[config.mk]
export PLATFORM = sky130hd
export DESIGN_NAME = dtp_batch_ctrl_flat
export DESIGN_NICKNAME = d
export VERILOG_FILES = /design/src/rtl/dtp_batch_ctrl_if.sv /design/src/rtl/dtp_batch_ctrl.sv /design/src/flat_wrapper.sv
export SDC_FILE = /design/constraint.sdc
export NUM_CORES = 1
export LEC_CHECK = 0
export BUFFER_PORTS_ARGS = -buffer_cell sky130_fd_sc_hd__buf_2
export CAP_MARGIN = 20
export CORE_ASPECT_RATIO = 0.8
export CORE_MARGIN = 3
export CORE_UTILIZATION = 30
export DETAILED_ROUTE_END_ITERATION = 7
export PLACE_DENSITY_LB_ADDON = 0.25
export SKIP_CTS_REPAIR_TIMING = 1
export SLEW_MARGIN = 0
export SYNTH_ARGS = -nofsm -noshare
export SYNTH_HDL_FRONTEND = slang
export SYNTH_SLANG_ARGS = --single-unit
[constraint.sdc]
create_clock -name clk -period 5.65 [get_ports clk]
set_input_delay 0.565 -clock clk [delete_from_list [all_inputs] [get_ports clk]]
set_output_delay 0.565 -clock clk [all_outputs]
set_load 0.01 [all_outputs]
[src/rtl/dtp_batch_ctrl_if.sv]
// Host/dtp/result-BRAM bundle for dtp_batch_ctrl.
// master: host, dtp and BRAM side; slave: the controller.
interface dtp_batch_ctrl_if #(
  parameter int NUM_SAMP_WIDTH = 16,
  parameter int RES_ADDR_WIDTH = 10,
  parameter int RES_WIDTH      = 16
);
  logic                      i_start;
  logic                      i_abort;
  logic [NUM_SAMP_WIDTH-1:0] i_num_samp;
  logic [1:0]                i_bank_loaded;
  logic [1:0]                o_bank_free;
  logic                      o_bank_sel;
  logic                      o_dtp_start;
  logic                      i_dtp_fin;
  logic                      i_res_vld;
  logic [RES_WIDTH-1:0]      i_res_data;
  logic                      o_res_we;
  logic [RES_ADDR_WIDTH-1:0] o_res_addr;
  logic [RES_WIDTH-1:0]      o_res_din;
  logic [RES_ADDR_WIDTH:0]   o_res_cnt;
  logic                      o_busy;
  logic                      o_done;
  logic                      o_res_ovf;

  modport master (
    output i_start, i_abort, i_num_samp,
    output i_bank_loaded, i_dtp_fin,
    output i_res_vld, i_res_data,
    input  o_bank_free, o_bank_sel, o_dtp_start,
    input  o_res_we, o_res_addr, o_res_din,
    input  o_res_cnt, o_busy, o_done, o_res_ovf
  );

  modport slave (
    input  i_start, i_abort, i_num_samp,
    input  i_bank_loaded, i_dtp_fin,
    input  i_res_vld, i_res_data,
    output o_bank_free, o_bank_sel, o_dtp_start,
    output o_res_we, o_res_addr, o_res_din,
    output o_res_cnt, o_busy, o_done, o_res_ovf
  );
endinterface

[src/rtl/dtp_batch_ctrl.sv]
// Batch sequencer for the dtp: ping-pong bank tracking, start/fin
// sequencing and linear result-BRAM packing. Ports: clk, rst, bus(slave).
module dtp_batch_ctrl #(
  parameter int NUM_SAMP_WIDTH = 16,
  parameter int RES_ADDR_WIDTH = 10,
  parameter int RES_WIDTH      = 16
) (
  input logic clk,
  input logic rst,
  dtp_batch_ctrl_if.slave bus
);

  localparam int AW = RES_ADDR_WIDTH;
  localparam int NW = NUM_SAMP_WIDTH;
  localparam logic [AW-1:0] ADDR_MAX = {AW{1'b1}};
  localparam logic [AW:0]   CNT_MAX  = {1'b1, {AW{1'b0}}};

  typedef enum logic [2:0] {
    S_IDLE,
    S_WAIT,
    S_LAUNCH,
    S_RUN,
    S_SWITCH,
    S_DONE
  } state_e;

  state_e state_q, state_d;

  logic [1:0]           full_q, full_d;
  logic                 sel_q;
  logic [NW-1:0]        rem_q;
  logic [AW-1:0]        ptr_q;
  logic [AW-1:0]        addr_q;
  logic [RES_WIDTH-1:0] din_q;
  logic                 we_q;
  logic [AW:0]          cnt_q;
  logic                 ovf_q;

  logic busy, dtp_start, done;
  logic start_acc, cap;
  logic [1:0] clr;

  always_ff @(posedge clk) begin
    if (rst) state_q <= S_IDLE;
    else     state_q <= state_d;
  end

  always_comb begin
    state_d = state_q;
    unique case (state_q)
      S_IDLE, S_DONE:
        if (bus.i_start)
          state_d = (bus.i_num_samp != '0) ? S_WAIT : S_DONE;
      S_WAIT:
        if (full_q[sel_q]) state_d = S_LAUNCH;
      S_LAUNCH:
        state_d = S_RUN;
      S_RUN:
        if (bus.i_dtp_fin) state_d = S_SWITCH;
      S_SWITCH:
        state_d = (rem_q == NW'(1)) ? S_DONE : S_WAIT;
      default:
        state_d = S_IDLE;
    endcase
    if (bus.i_abort) state_d = S_IDLE;
  end

  always_comb begin
    busy      = 1'b0;
    dtp_start = 1'b0;
    done      = 1'b0;
    unique case (state_q)
      S_WAIT, S_RUN, S_SWITCH: busy = 1'b1;
      S_LAUNCH: begin
        busy      = 1'b1;
        dtp_start = 1'b1;
      end
      S_DONE:  done = 1'b1;
      default: ;
    endcase
  end

  assign start_acc = (state_q == S_IDLE || state_q == S_DONE)
                   && bus.i_start && !bus.i_abort;
  assign cap = busy && bus.i_res_vld && !bus.i_abort;

  // Host load is OR-ed in after the clear so a same-cycle load wins.
  always_comb begin
    clr = 2'b00;
    if (state_q == S_SWITCH) clr = sel_q ? 2'b10 : 2'b01;
    full_d = (full_q & ~clr) | bus.i_bank_loaded;
    if (bus.i_abort) full_d = 2'b00;
  end

  always_ff @(posedge clk) begin
    if (rst) begin
      full_q <= '0;
      sel_q  <= 1'b0;
      rem_q  <= '0;
      ptr_q  <= '0;
      addr_q <= '0;
      din_q  <= '0;
      we_q   <= 1'b0;
      cnt_q  <= '0;
      ovf_q  <= 1'b0;
    end else begin
      full_q <= full_d;
      we_q   <= cap;
      if (cap) begin
        din_q  <= bus.i_res_data;
        addr_q <= ptr_q;
        ptr_q  <= ptr_q + 1'b1;
        if (ptr_q == ADDR_MAX) ovf_q <= 1'b1;
        if (cnt_q != CNT_MAX)  cnt_q <= cnt_q + 1'b1;
      end
      if (start_acc) begin
        rem_q <= bus.i_num_samp;
        ptr_q <= '0;
        cnt_q <= '0;
        ovf_q <= 1'b0;
        sel_q <= 1'b0;
      end
      if (state_q == S_SWITCH && !bus.i_abort) begin
        sel_q <= ~sel_q;
        rem_q <= rem_q - 1'b1;
      end
    end
  end

  assign bus.o_bank_free = ~full_q;
  assign bus.o_bank_sel  = sel_q;
  assign bus.o_dtp_start = dtp_start;
  assign bus.o_res_we    = we_q;
  assign bus.o_res_addr  = addr_q;
  assign bus.o_res_din   = din_q;
  assign bus.o_res_cnt   = cnt_q;
  assign bus.o_busy      = busy;
  assign bus.o_done      = done;
  assign bus.o_res_ovf   = ovf_q;

endmodule

[src/flat_wrapper.sv]
// flat-port wrapper written by rule: the top's interface ports become plain ports
module dtp_batch_ctrl_flat 
#(
  parameter int NUM_SAMP_WIDTH = 16,
  parameter int RES_ADDR_WIDTH = 10,
  parameter int RES_WIDTH      = 16
)
  (clk, rst, bus_i_start, bus_i_abort, bus_i_num_samp, bus_i_bank_loaded, bus_i_dtp_fin, bus_i_res_vld, bus_i_res_data, bus_o_bank_free, bus_o_bank_sel, bus_o_dtp_start, bus_o_res_we, bus_o_res_addr, bus_o_res_din, bus_o_res_cnt, bus_o_busy, bus_o_done, bus_o_res_ovf);
  dtp_batch_ctrl_if #(.NUM_SAMP_WIDTH(NUM_SAMP_WIDTH), .RES_ADDR_WIDTH(RES_ADDR_WIDTH), .RES_WIDTH(RES_WIDTH)) bus_i ();
  input logic clk;
  input logic rst;
  input wire logic [$bits(bus_i.i_start)-1:0] bus_i_start;
  input wire logic [$bits(bus_i.i_abort)-1:0] bus_i_abort;
  input wire logic [$bits(bus_i.i_num_samp)-1:0] bus_i_num_samp;
  input wire logic [$bits(bus_i.i_bank_loaded)-1:0] bus_i_bank_loaded;
  input wire logic [$bits(bus_i.i_dtp_fin)-1:0] bus_i_dtp_fin;
  input wire logic [$bits(bus_i.i_res_vld)-1:0] bus_i_res_vld;
  input wire logic [$bits(bus_i.i_res_data)-1:0] bus_i_res_data;
  output wire logic [$bits(bus_i.o_bank_free)-1:0] bus_o_bank_free;
  output wire logic [$bits(bus_i.o_bank_sel)-1:0] bus_o_bank_sel;
  output wire logic [$bits(bus_i.o_dtp_start)-1:0] bus_o_dtp_start;
  output wire logic [$bits(bus_i.o_res_we)-1:0] bus_o_res_we;
  output wire logic [$bits(bus_i.o_res_addr)-1:0] bus_o_res_addr;
  output wire logic [$bits(bus_i.o_res_din)-1:0] bus_o_res_din;
  output wire logic [$bits(bus_i.o_res_cnt)-1:0] bus_o_res_cnt;
  output wire logic [$bits(bus_i.o_busy)-1:0] bus_o_busy;
  output wire logic [$bits(bus_i.o_done)-1:0] bus_o_done;
  output wire logic [$bits(bus_i.o_res_ovf)-1:0] bus_o_res_ovf;
  assign bus_i.i_start = bus_i_start;
  assign bus_i.i_abort = bus_i_abort;
  assign bus_i.i_num_samp = bus_i_num_samp;
  assign bus_i.i_bank_loaded = bus_i_bank_loaded;
  assign bus_i.i_dtp_fin = bus_i_dtp_fin;
  assign bus_i.i_res_vld = bus_i_res_vld;
  assign bus_i.i_res_data = bus_i_res_data;
  assign bus_o_bank_free = bus_i.o_bank_free;
  assign bus_o_bank_sel = bus_i.o_bank_sel;
  assign bus_o_dtp_start = bus_i.o_dtp_start;
  assign bus_o_res_we = bus_i.o_res_we;
  assign bus_o_res_addr = bus_i.o_res_addr;
  assign bus_o_res_din = bus_i.o_res_din;
  assign bus_o_res_cnt = bus_i.o_res_cnt;
  assign bus_o_busy = bus_i.o_busy;
  assign bus_o_done = bus_i.o_done;
  assign bus_o_res_ovf = bus_i.o_res_ovf;
  dtp_batch_ctrl #(.NUM_SAMP_WIDTH(NUM_SAMP_WIDTH), .RES_ADDR_WIDTH(RES_ADDR_WIDTH), .RES_WIDTH(RES_WIDTH)) u_core (.clk(clk), .rst(rst), .bus(bus_i));
endmodule
; Word-level counts from Yosys, hierarchy flattened
; Index checks and enable logic that the tools add are counted.
[word_totals]
regBits = 71
word_cells = 64
[op_classes]
muxes = 17
n_bitwise = 5
n_reduce_logical = 17
eq_ne = 11
addsub = 3
magnitude_cmp = 1
[op_table]
columns = op, n
row1 = 16-bit two-way mux, 2
row2 = 16-bit by 1-bit equality test with 1-bit output (second input constant), 1
row3 = 16-bit nonzero test, 1
row4 = 16-bit by 1-bit subtractor with 16-bit output (second input constant), 1
row5 = 3-bit two-way mux, 5
row6 = 3-bit case mux with 5 select lines, 1
row7 = 11-bit by 1-bit adder with 11-bit output (second input constant), 1
row8 = 11-bit inequality test (second input constant), 1
row9 = 10-bit by 1-bit adder with 10-bit output (second input constant), 1
row10 = 10-bit equality test (second input constant), 1
row11 = 1-bit two-way mux, 7
row12 = 3-bit by 2-bit equality test with 1-bit output (second input constant), 2
row13 = 3-bit equality test (second input constant), 2
row14 = 2-bit OR reduction, 3
row15 = 1-bit logical AND, 5
row16 = 2-bit two-way mux, 2
row17 = 2-bit inequality test (second input constant), 2
row18 = 2-bit inverter, 2
row19 = 2-bit AND reduction, 2
row20 = 4-bit OR reduction, 1
row21 = 3-bit by 1-bit equality test with 1-bit output (second input constant), 1
row22 = 3-bit logical NOT, 1
row23 = 3-bit AND reduction, 1
row24 = 2-bit bitwise AND, 1
row25 = other kinds (7), 7

; Depth between registers and ports, before layout
; Gate-level depths: netlist of the first run.
[logic_depth]
ltp_word = 6
ltp_mapped = 8
ltp_nobuf = 7

; Worst setup path after synthesis of the first run
; OpenSTA, ideal clock, no wires.
[synth_timing]
path_kind = input -> register
startpoint = input bus_i_abort
endpoint = register u_core.rem_q[7]
arrival_ns = 2.263
path_buffers = 2
setup_time_ns = 0.074
cell_stages = 6
path_slack_ns = 3.313
cell_sequence = or4b_4 > buf_6 > or4_4 > buf_6 > or4_1 > a31oi_1
[synth_via]
elab_chain_cells = 3
word_cells_on_any_way = 5
classes_between = mux: 1 / reduce/logical: 4
[synth_lines]
columns = item, line
row1 = start: declaration, flat_wrapper.sv:13  ; input wire logic [$bits(bus_i.i_abort)-1:0] bus_i_abort;
row2 = 1-bit logical NOT *, "dtp_batch_ctrl.sv:84, dtp_batch_ctrl.sv:123"
row3 = "1-bit logical AND, on equally long branches", "dtp_batch_ctrl.sv:123, dtp_batch_ctrl.sv:84"
row4 = 16-bit two-way mux or 2-bit nonzero test (tied branches), -
row5 = end signal: assignment, dtp_batch_ctrl.sv:117  ; rem_q <= bus.i_num_samp;
row6 = end signal: assignment, dtp_batch_ctrl.sv:125  ; rem_q <= rem_q - 1'b1;
row7 = end: declaration, dtp_batch_ctrl.sv:31  ; logic [NW-1:0] rem_q;
; Mark *: on every way between the ends. The rest lies on a longest branch, timed or not.
; A chain may end at the register's enable or synchronous reset.

; Worst setup path after layout of the first run
[layout_timing]
startpoint = register u_core.state_q[2]
endpoint = register u_core.rem_q[13]
[layout_via]
elab_chain_cells = 5
word_cells_on_any_way = 9
classes_between = eq/ne: 2 / mux: 1 / reduce/logical: 6
[layout_lines]
columns = item, line
row1 = start: declaration, dtp_batch_ctrl.sv:27  ; state_e state_q, state_d;
row2 = start signal: assignment, dtp_batch_ctrl.sv:45  ; else state_q <= state_d;
row3 = 3-bit equality test or 3-bit logical NOT (tied branches), dtp_batch_ctrl.sv:83  ; assign start_acc = (state_q == S_IDLE || state_q == S_DONE)
row4 = 1-bit logical OR, dtp_batch_ctrl.sv:83
row5 = 1-bit logical AND (2 in a row), dtp_batch_ctrl.sv:84  ; && bus.i_start && !bus.i_abort;
row6 = 2-bit nonzero test (no source line), -
; Parallel ways exist; a longest one is shown, timed or not.

==> results of run 1 <==
-- cells by family (layout without fill, tap and decap cells) --
logic type / Yosys count / count (layout) / share of synthesized area (%)
AO/OA/AOI/OAI: 81 / 81 / 14.88
XOR/XNOR: 15 / 15 / 4.048
adder cells (fa/ha/maj): 6 / 6 / 2.236
buffers and inverters: 35 / 113 / 4.741
flip-flops: 71 / 71 / 43.79
multiplexers: 1 / 1 / 0.3469
AND/OR/NAND/NOR: 199 / 199 / 29.95
-- layout by cell type (no fill, tap or decap), types with 3 or more instances in the layout --
cell type	n
nor4_1	6
nand2b_1	3
a31oi_1	6
or2_2	3
o21ai_0	8
nand3_1	14
a21oi_1	45
inv_1	9
nor3_1	12
clkinv_2	5
nand2_1	72
nor3b_1	4
nand4_1	11
o311ai_0	4
clkbuf_16	9
nor2_1	41
dfxtp_1	71
ha_1	5
a221oi_1	4
buf_4	4
buf_2	84
o211ai_1	4
xor2_1	9
or3_1	12
or4_1	3
xnor2_1	6
and3_1	6
-- flip-flops by register name, summed over array words and instances, names as in the netlist --
name	count
u_core.full_q	2
u_core.state_q	3
u_core.bus.o_res_cnt	11
u_core.bus.o_bank_sel	1
u_core.bus.o_res_addr	10
u_core.bus.o_res_we	1
u_core.bus.o_res_din	16
u_core.bus.o_res_ovf	1
u_core.rem_q	16
u_core.ptr_q	10
-- per-stage QoR --
step	instances	util (%)	setup WS (ps)	total power [mW]
finish	626	38.89	3233	1.194
global route	626	38.89	3069	1.252
CTS	626	38.89	3239	1.216
detailed placement	610	36.11	3140	0.6501
global placement	610	36.11	3208	0.6485
floorplan	408	-	3313	0.6081
-- worst reg2reg max path: cells and delay by family (launching register included) --
family / cells / cell delay [ps]
flip-flops: 1 / 600
AND/OR/NAND/NOR: 3 / 1470
AO/OA/AOI/OAI: 1 / 250
-- power by group --
group          switching, mW  internal [mW]  total (mW)
Clock                  0.217          0.338       0.556
Combinational         0.0659         0.0435       0.109
Sequential            0.0148          0.514       0.529
Total                  0.298          0.896        1.19
-- layer usage --
metal,track usage (%),vias to the layer above,routed length [µm]
met1,19.74,1456,4113
met5,0,-,0
met2,22.04,65,3870
met4,4.475,0,72
li1,-,1590,-
met3,5.393,5,462
-- area by class of cell --
| cell class | count | area (µm²) |
|---|---|---|
| well taps | 140 | 175.2 |
| inverters | 9 | 33.78 |
| multi-input cells | 302 | 1677 |
| flip-flops and latches | 71 | 1421 |
| clock buffers | 9 | 225.2 |
| fillers | 1114 | 6359 |
| clock inverters | 7 | 63.81 |
| repair buffers | 88 | 450.4 |
-- final timing paths --
check,from,to,slack [ps],cells after the start
max,u_core.state_q[2],u_core.rem_q[13],3230,4
min,bus_i_bank_loaded[1],u_core.full_q[1],440,3
max reg2reg,u_core.state_q[2],u_core.rem_q[13],3230,4
min reg2reg,u_core.bus.o_res_addr[8],u_core.bus.o_res_addr[8],450,2
==> flow_summary.ini, run 1 <==
[status]
run_status = finished clean

[timing]
finalCriticalPeriod_ps = 2417
finalHoldViolCount = 0
tightest_slew_ps = 860.2
grt_setup_unrepaired = false
finalCritPeriodShare_pct = 42.78
whs_ps = 441.7
fin_worst_skew_ps = 4.191
timing.fmax_ghz = 0.4137
slew_violations = 0
maxSlewHeadroom_pct = 42.65
final.setup.tns_ps = 0
setup_violations = 0

[pwr]
p_leak_nw = 1.613
max-vdd-ir-drop_v = 0.0001161
powerDensity_nw_per_um2 = 295.1

[layout]
drive_gt1_share_pct = 22.84
final_nets = 526
diodes = 0
area_growth_pct = 24.67
design_area_um2 = 4046

[clock_tree]
htree_levels = 3
insertion_delay_ps = 330
numCtsBuffers = 9
clkTransAtPathRegs_ps = 60
clockBufferDepth = 2
cts.sink_count = 71
cts_root_buf = clkbuf_16
cts_tree = built

[die]
fp.coreArea_um2 = 10410
io_pins = 85
start_util_pct = 31.19
dieHeight_um = 99.03
num_rows = 33
die-area_um2 = 12110
die_w_um = 122.3

[synth]
synthArstFlopShare_pct = 0
synth_nets = 453
synth_flop_cell = dfxtp_1
synth-seq-cells = 71
syn_area_um2 = 3246
synth_cell_types = 47
yosysMostFrequentCell = nand2_1
synth.largest_area_cell = dfxtp_1
synth.avg_cell_area_um2 = 7.955
synth_top_area_share_pct = 43.79
synth_warnings = 0
synthTopCellsByArea = dfxtp_1, nand2_1, a21oi_1, nor2_1, clkbuf_1
synth_common_cells = nand2_1, dfxtp_1, a21oi_1
synth_edf_count = 0
ys_seq_area_share_pct = 43.79
syn_inst = 408

[route]
drt_iter0_markers = 149
routed_via_density = 4.978
route.vias.total = 3116
post-route-drc-count = 0
drt-total-wl_um = 8519
ant_nets = 0
dr.pass1.iters = 4
wl_per_cell_um = 13.61

[global_route]
grt_overflow = 0
grt_max_degree = 46
antenna_found_initial = 0
grt_pass1_wl_um = 14270
globalRouteTotalUtil_pct = 14.70
grt_pass1_vias = 2892

[min_path]
hold_path_class = input port to flop

[critical_path]
crit_fanout = 15
critPathRequiredTime_ps = 5880
crit_family = simple AND/OR/NAND/NOR gates
worstPathCellList = or4b_4 > or4_4 > or3_1 > o311ai_1
cp.arrival_ps = 2650
slowest_stage = dfxtp_1
startpoint_type = flop
end_kind = flop
critical_path_class = flop to flop
critical_path_buf_inv_count = 0
crit_path_max_incr_delay_ps = 600

[placed_design]
gp_congestion = 0.7934
dpl-instance-area_um2 = 3757
place_hpwl_um = 5897
io_buffers = 84

[flow_run]
drv_cap = 0
Note: power is estimated with default switching activity, not from simulation.
==> run 2, diff against run 1 <==
==> constraint.sdc (replaced) <==
create_clock -name clk -period 2 [get_ports clk]
set_input_delay 0.2 -clock clk [delete_from_list [all_inputs] [get_ports clk]]
set_output_delay 0.2 -clock clk [all_outputs]
set_load 0.01 [all_outputs]
==> flow_summary.ini, run 2 (synthesis gave the netlist of run 1 again) <==
[pwr]
p_int_mw = 2.505
pwr-share-clk_pct = 44.3
swShare_pct = 24.50
max-vdd-ir-drop_v = 0.0004016
powerDensity_nw_per_um2 = 785.1
power_frac_comb_pct = 11.0
seq_power_share_pct = 44.8
p_leak_nw = 1.713
switching_power_mw = 0.8131

[die]
start_util_pct = 31.19
num_rows = 33
fp.coreArea_um2 = 10410
die_w_um = 122.3
dieHeight_um = 99.03
io_pins = 85
die-area_um2 = 12110

[clock_tree]
cts_tree = built
htree_levels = 3
insertion_delay_ps = 330
numCtsBuffers = 9
cts_root_buf = clkbuf_16
clkTransAtPathRegs_ps = 50
clockBufferDepth = 2
cts.sink_count = 71

[layout]
drive_gt1_share_pct = 27.22
diodes = 0
area_growth_pct = 30.22
finalNonFillerCells = 647
layout_commonest_cell = buf_2
fill_cells = 1091
final_nets = 547
mostFrequentLayoutCells = buf_2, nand2_1, dfxtp_1

[status]
run_status = finished, violations left
violations = setup timing

[timing]
slew_violations = 0
timing.fmax_ghz = 0.4839
fin_worst_skew_ps = 4.236
tightest_slew_ps = 430.0
final.setup.tns_ps = -109.9
finalCritPeriodShare_pct = 103.3
setup_violations = 2
worst_slack_ps = -66.72
maxSlewHeadroom_pct = 71.27
grt_setup_unrepaired = true
finalCriticalPeriod_ps = 2067
finalHoldViolCount = 0

[global_route]
grt_overflow = 0
grt_max_degree = 25
antenna_found_initial = 0
grt_pass1_vias = 2910
globalRouteTotalUtil_pct = 14.46
grt_pass1_wl_um = 13990

[critical_path]
r2r_cells = 4
end_kind = flop
crit_fanout = 7
cp.arrival_ps = 2300
startpoint_type = flop
critical_path_class = flop to flop
critPathRequiredTime_ps = 2230

[route]
drt_iter0_markers = 174
dr.pass1.iters = 4
wl_per_cell_um = 13.35
route.vias.total = 3187
post-route-drc-count = 0
drt-total-wl_um = 8636
routed_via_density = 4.926
ant_nets = 0

[flow_run]
drv_cap = 0

[placed_design]
place_inst = 631
io_buffers = 84
gp_congestion = 0.8443
place_hpwl_um = 6366

[min_path]
hold_path_class = input port to flop
min_path_cells = 3
## run 2: worst max-delay path: stages (launching register included)
cell and delay [ps]:
dfxtp_2 320, or4b_4 560, or4_4 490, or3_4 370
o311ai_2 230
## run 2: final timing paths
kind | startpoint | endpoint | slack, ps
setup / recovery | u_core.state_q[1] | u_core.rem_q[13] | -70
hold / removal | bus_i_bank_loaded[1] | u_core.full_q[1] | 80
setup reg to reg | u_core.state_q[1] | u_core.rem_q[13] | -70
hold reg to reg | u_core.bus.o_res_addr[6] | u_core.bus.o_res_addr[6] | 450
## run 2: layout make-up
| type | instances | area, µm² | area share (%) |
|---|---|---|---|
| Timing Repair Buffer | 109 | 608.1 | 14.39 |
| Multi-Input combinational cell | 302 | 1710 | 40.47 |
| Sequential cell | 71 | 1423 | 33.66 |
| Inverter | 9 | 33.78 | 0.7993 |
| Clock inverter | 4 | 20.02 | 0.4737 |
| Tap cell | 140 | 175.2 | 4.144 |
| Clock buffer | 12 | 256.5 | 6.069 |
## run 2: per-layer routing
layer  wire length (µm)  vias to the layer above  track usage (%)
met1               4170                     1460            19.34
met5                  0                        -                0
li1                   -                     1623                -
met2               3789                       94            21.88
met4                148                        0            5.336
met3                527                       10            4.532
## run 2: per-stage QoR
| stage | instance area, µm² | hold WS, ps | power, mW | setup WS [ps] | utilization [%] |
|---|---|---|---|---|---|
| detailed placement | 3918 | 421.0 | 1.873 | -32.42 | 37.65 |
| CTS | 4194 | 73.29 | 3.365 | -63.90 | 40.31 |
| floorplan | 3248 | 317.4 | 1.719 | -201.5 | - |
| global route | 4227 | 95.42 | 3.470 | -122.3 | 40.62 |
| global placement | 3918 | 409.7 | 1.869 | -3.432 | 37.65 |
| finish | 4227 | 81.58 | 3.318 | -66.72 | 40.62 |
## run 2: power by group through the flow
| stage | clock [mW] | sequential (mW) | combinational [mW] |
|---|---|---|---|
| 3_5_place_dp | 0 | 1.51 | 0.359 |
| 4_1_cts | 1.52 | 1.48 | 0.360 |
| 5_1_grt | 1.57 | 1.49 | 0.406 |
| 6_report | 1.47 | 1.49 | 0.364 |
| 2_1_floorplan | 0 | 1.52 | 0.204 |
| 3_3_place_gp | 0 | 1.51 | 0.356 |
==> run 3, diff against run 2 <==
==> constraint.sdc (replaced) <==
create_clock -name clk -period 2 [get_ports clk]
set_input_delay 0.1 -clock clk [delete_from_list [all_inputs] [get_ports clk]]
set_output_delay 0.1 -clock clk [all_outputs]
set_load 0.05 [all_outputs]
==> flow_summary.ini, run 3 (synthesis gave the netlist of run 1 again) <==
[status]
run_status = finished, violations left
violations = hold timing, setup timing

[route]
drt_iter0_markers = 144
drt-total-wl_um = 8742
post-route-drc-count = 0
wl_per_cell_um = 13.57
route.vias.total = 3231
routed_via_density = 5.017
dr.pass1.iters = 5
ant_nets = 0

[min_path]
hold_path_class = input port to flop
hp-start = bus_i_bank_loaded[0]

[timing]
finalCriticalPeriod_ps = 2041
slew_violations = 0
tightest_slew_ps = 377.8
whs_ps = -11.90
timing.fmax_ghz = 0.4900
grt_setup_unrepaired = true
maxSlewHeadroom_pct = 74.58
final.setup.tns_ps = -85.76
finalHoldViolCount = 2
fin_worst_skew_ps = 6.248
setup_violations = 3
worst_slack_ps = -40.80
finalCritPeriodShare_pct = 102.0

[global_route]
antenna_found_initial = 0
globalRouteTotalUtil_pct = 14.39
grt_pass1_wl_um = 13970
met2_usage_pct = 21.45
gr-usage-met3_pct = 5.565
grtUsageMet1_pct = 19.22
top_usage_layer = met2
grt_pass1_vias = 2897
grt_overflow = 0
grt_max_degree = 25

[critical_path]
crit_fanout = 6
rrSetupSlack_ps = -40
startpoint_type = flop
cp.depth = 4
crit_family = simple AND/OR/NAND/NOR gates
rr_startpoint = u_core.state_q[1]
worstPathCellList = or4b_4 > or4_4 > or3_1 > o311ai_1
critical_path_class = flop to flop
r2r_cells = 4
critPathRequiredTime_ps = 2220
end_kind = flop
crit_path_start = u_core.state_q[1]
critical_path_buf_inv_count = 0
r2r_end = u_core.rem_q[13]
crit_path_max_incr_delay_ps = 570
slowest_stage = or4b_4
cp.arrival_ps = 2270
endpoint = u_core.rem_q[13]

[die]
dieHeight_um = 99.03
fp.coreArea_um2 = 10410
io_pins = 85
die-area_um2 = 12110
die_w_um = 122.3
start_util_pct = 31.19
num_rows = 33

[placed_design]
gp_congestion = 0.8617
place_ws_ps = -29.67
io_buffers = 84
place_hpwl_um = 6506

[clock_tree]
htree_levels = 3
cts.sink_count = 71
cts_tree = built
clockBufferDepth = 2
numCtsBuffers = 9
clkTransAtPathRegs_ps = 60
insertion_delay_ps = 320
cts_root_buf = clkbuf_16

[pwr]
p_leak_nw = 1.688
switching_power_mw = 0.8452
power_frac_comb_pct = 12.4
powerDensity_nw_per_um2 = 795.6
p_int_mw = 2.474
design_power_total_mw = 3.319
pwr-share-clk_pct = 42.8
max-vdd-ir-drop_v = 0.0004854
seq_power_share_pct = 44.8
swShare_pct = 25.47

[layout]
layout_commonest_cell = buf_2
final_nets = 545
area_growth_pct = 28.53
drive_gt1_share_pct = 24.80
diodes = 0
utilization_pct = 40.09
mostFrequentLayoutCells = buf_2, nand2_1, dfxtp_1

[flow_run]
drv_cap = 0
-- run 3: worst min-delay path by stage --
| stage | depth (start not counted) | slack [ps] | to |
|---|---|---|---|
| CTS | 3 | -20 | u_core.full_q[0] |
| global placement | 3 | 310 | u_core.full_q[1] |
| detailed placement | 3 | 330 | u_core.full_q[1] |
| global route | 3 | 3 | u_core.full_q[0] |
| floorplan | 2 | 220 | u_core.full_q[0] |
| finish | 3 | -10 | u_core.full_q[0] |
-- run 3: power groups by stage --
| stage | Combinational, mW | Clock [mW] | Sequential, mW |
|---|---|---|---|
| after detailed placement | 0.407 | 0 | 1.52 |
| after global routing | 0.455 | 1.52 | 1.49 |
| after floorplan | 0.219 | 0 | 1.55 |
| final | 0.411 | 1.42 | 1.49 |
| after CTS | 0.408 | 1.46 | 1.48 |
| after global placement | 0.403 | 0 | 1.51 |
-- run 3: per-stage QoR --
stage / std cells / cell area (µm²)
floorplan: 408 / 3248
global placement: 629 / 3902
detailed placement: 629 / 3902
CTS: 644 / 4161
global route: 644 / 4172
finish: 644 / 4172
-- run 3: worst reg2reg max path, cell delays in order, from the launching register on --
cell      delay (ps)
dfxtp_1          310
or4b_4           570
or4_4            480
or3_1            340
o311ai_1         240
-- run 3: area by class of cell --
class	count	area, µm²
well taps	140	175.2
fillers	1106	6233
clock buffers	14	254.0
clock inverters	1	5.005
inverters	9	33.78
multi-input cells	302	1689
flip-flops and latches	71	1421
repair buffers	107	593.1
-- run 3: routing by layer --
layer	wire length, µm	up-vias
met3	610	8
met4	114	0
li1	-	1624
met2	3925	90
met1	4092	1509
met5	0	-
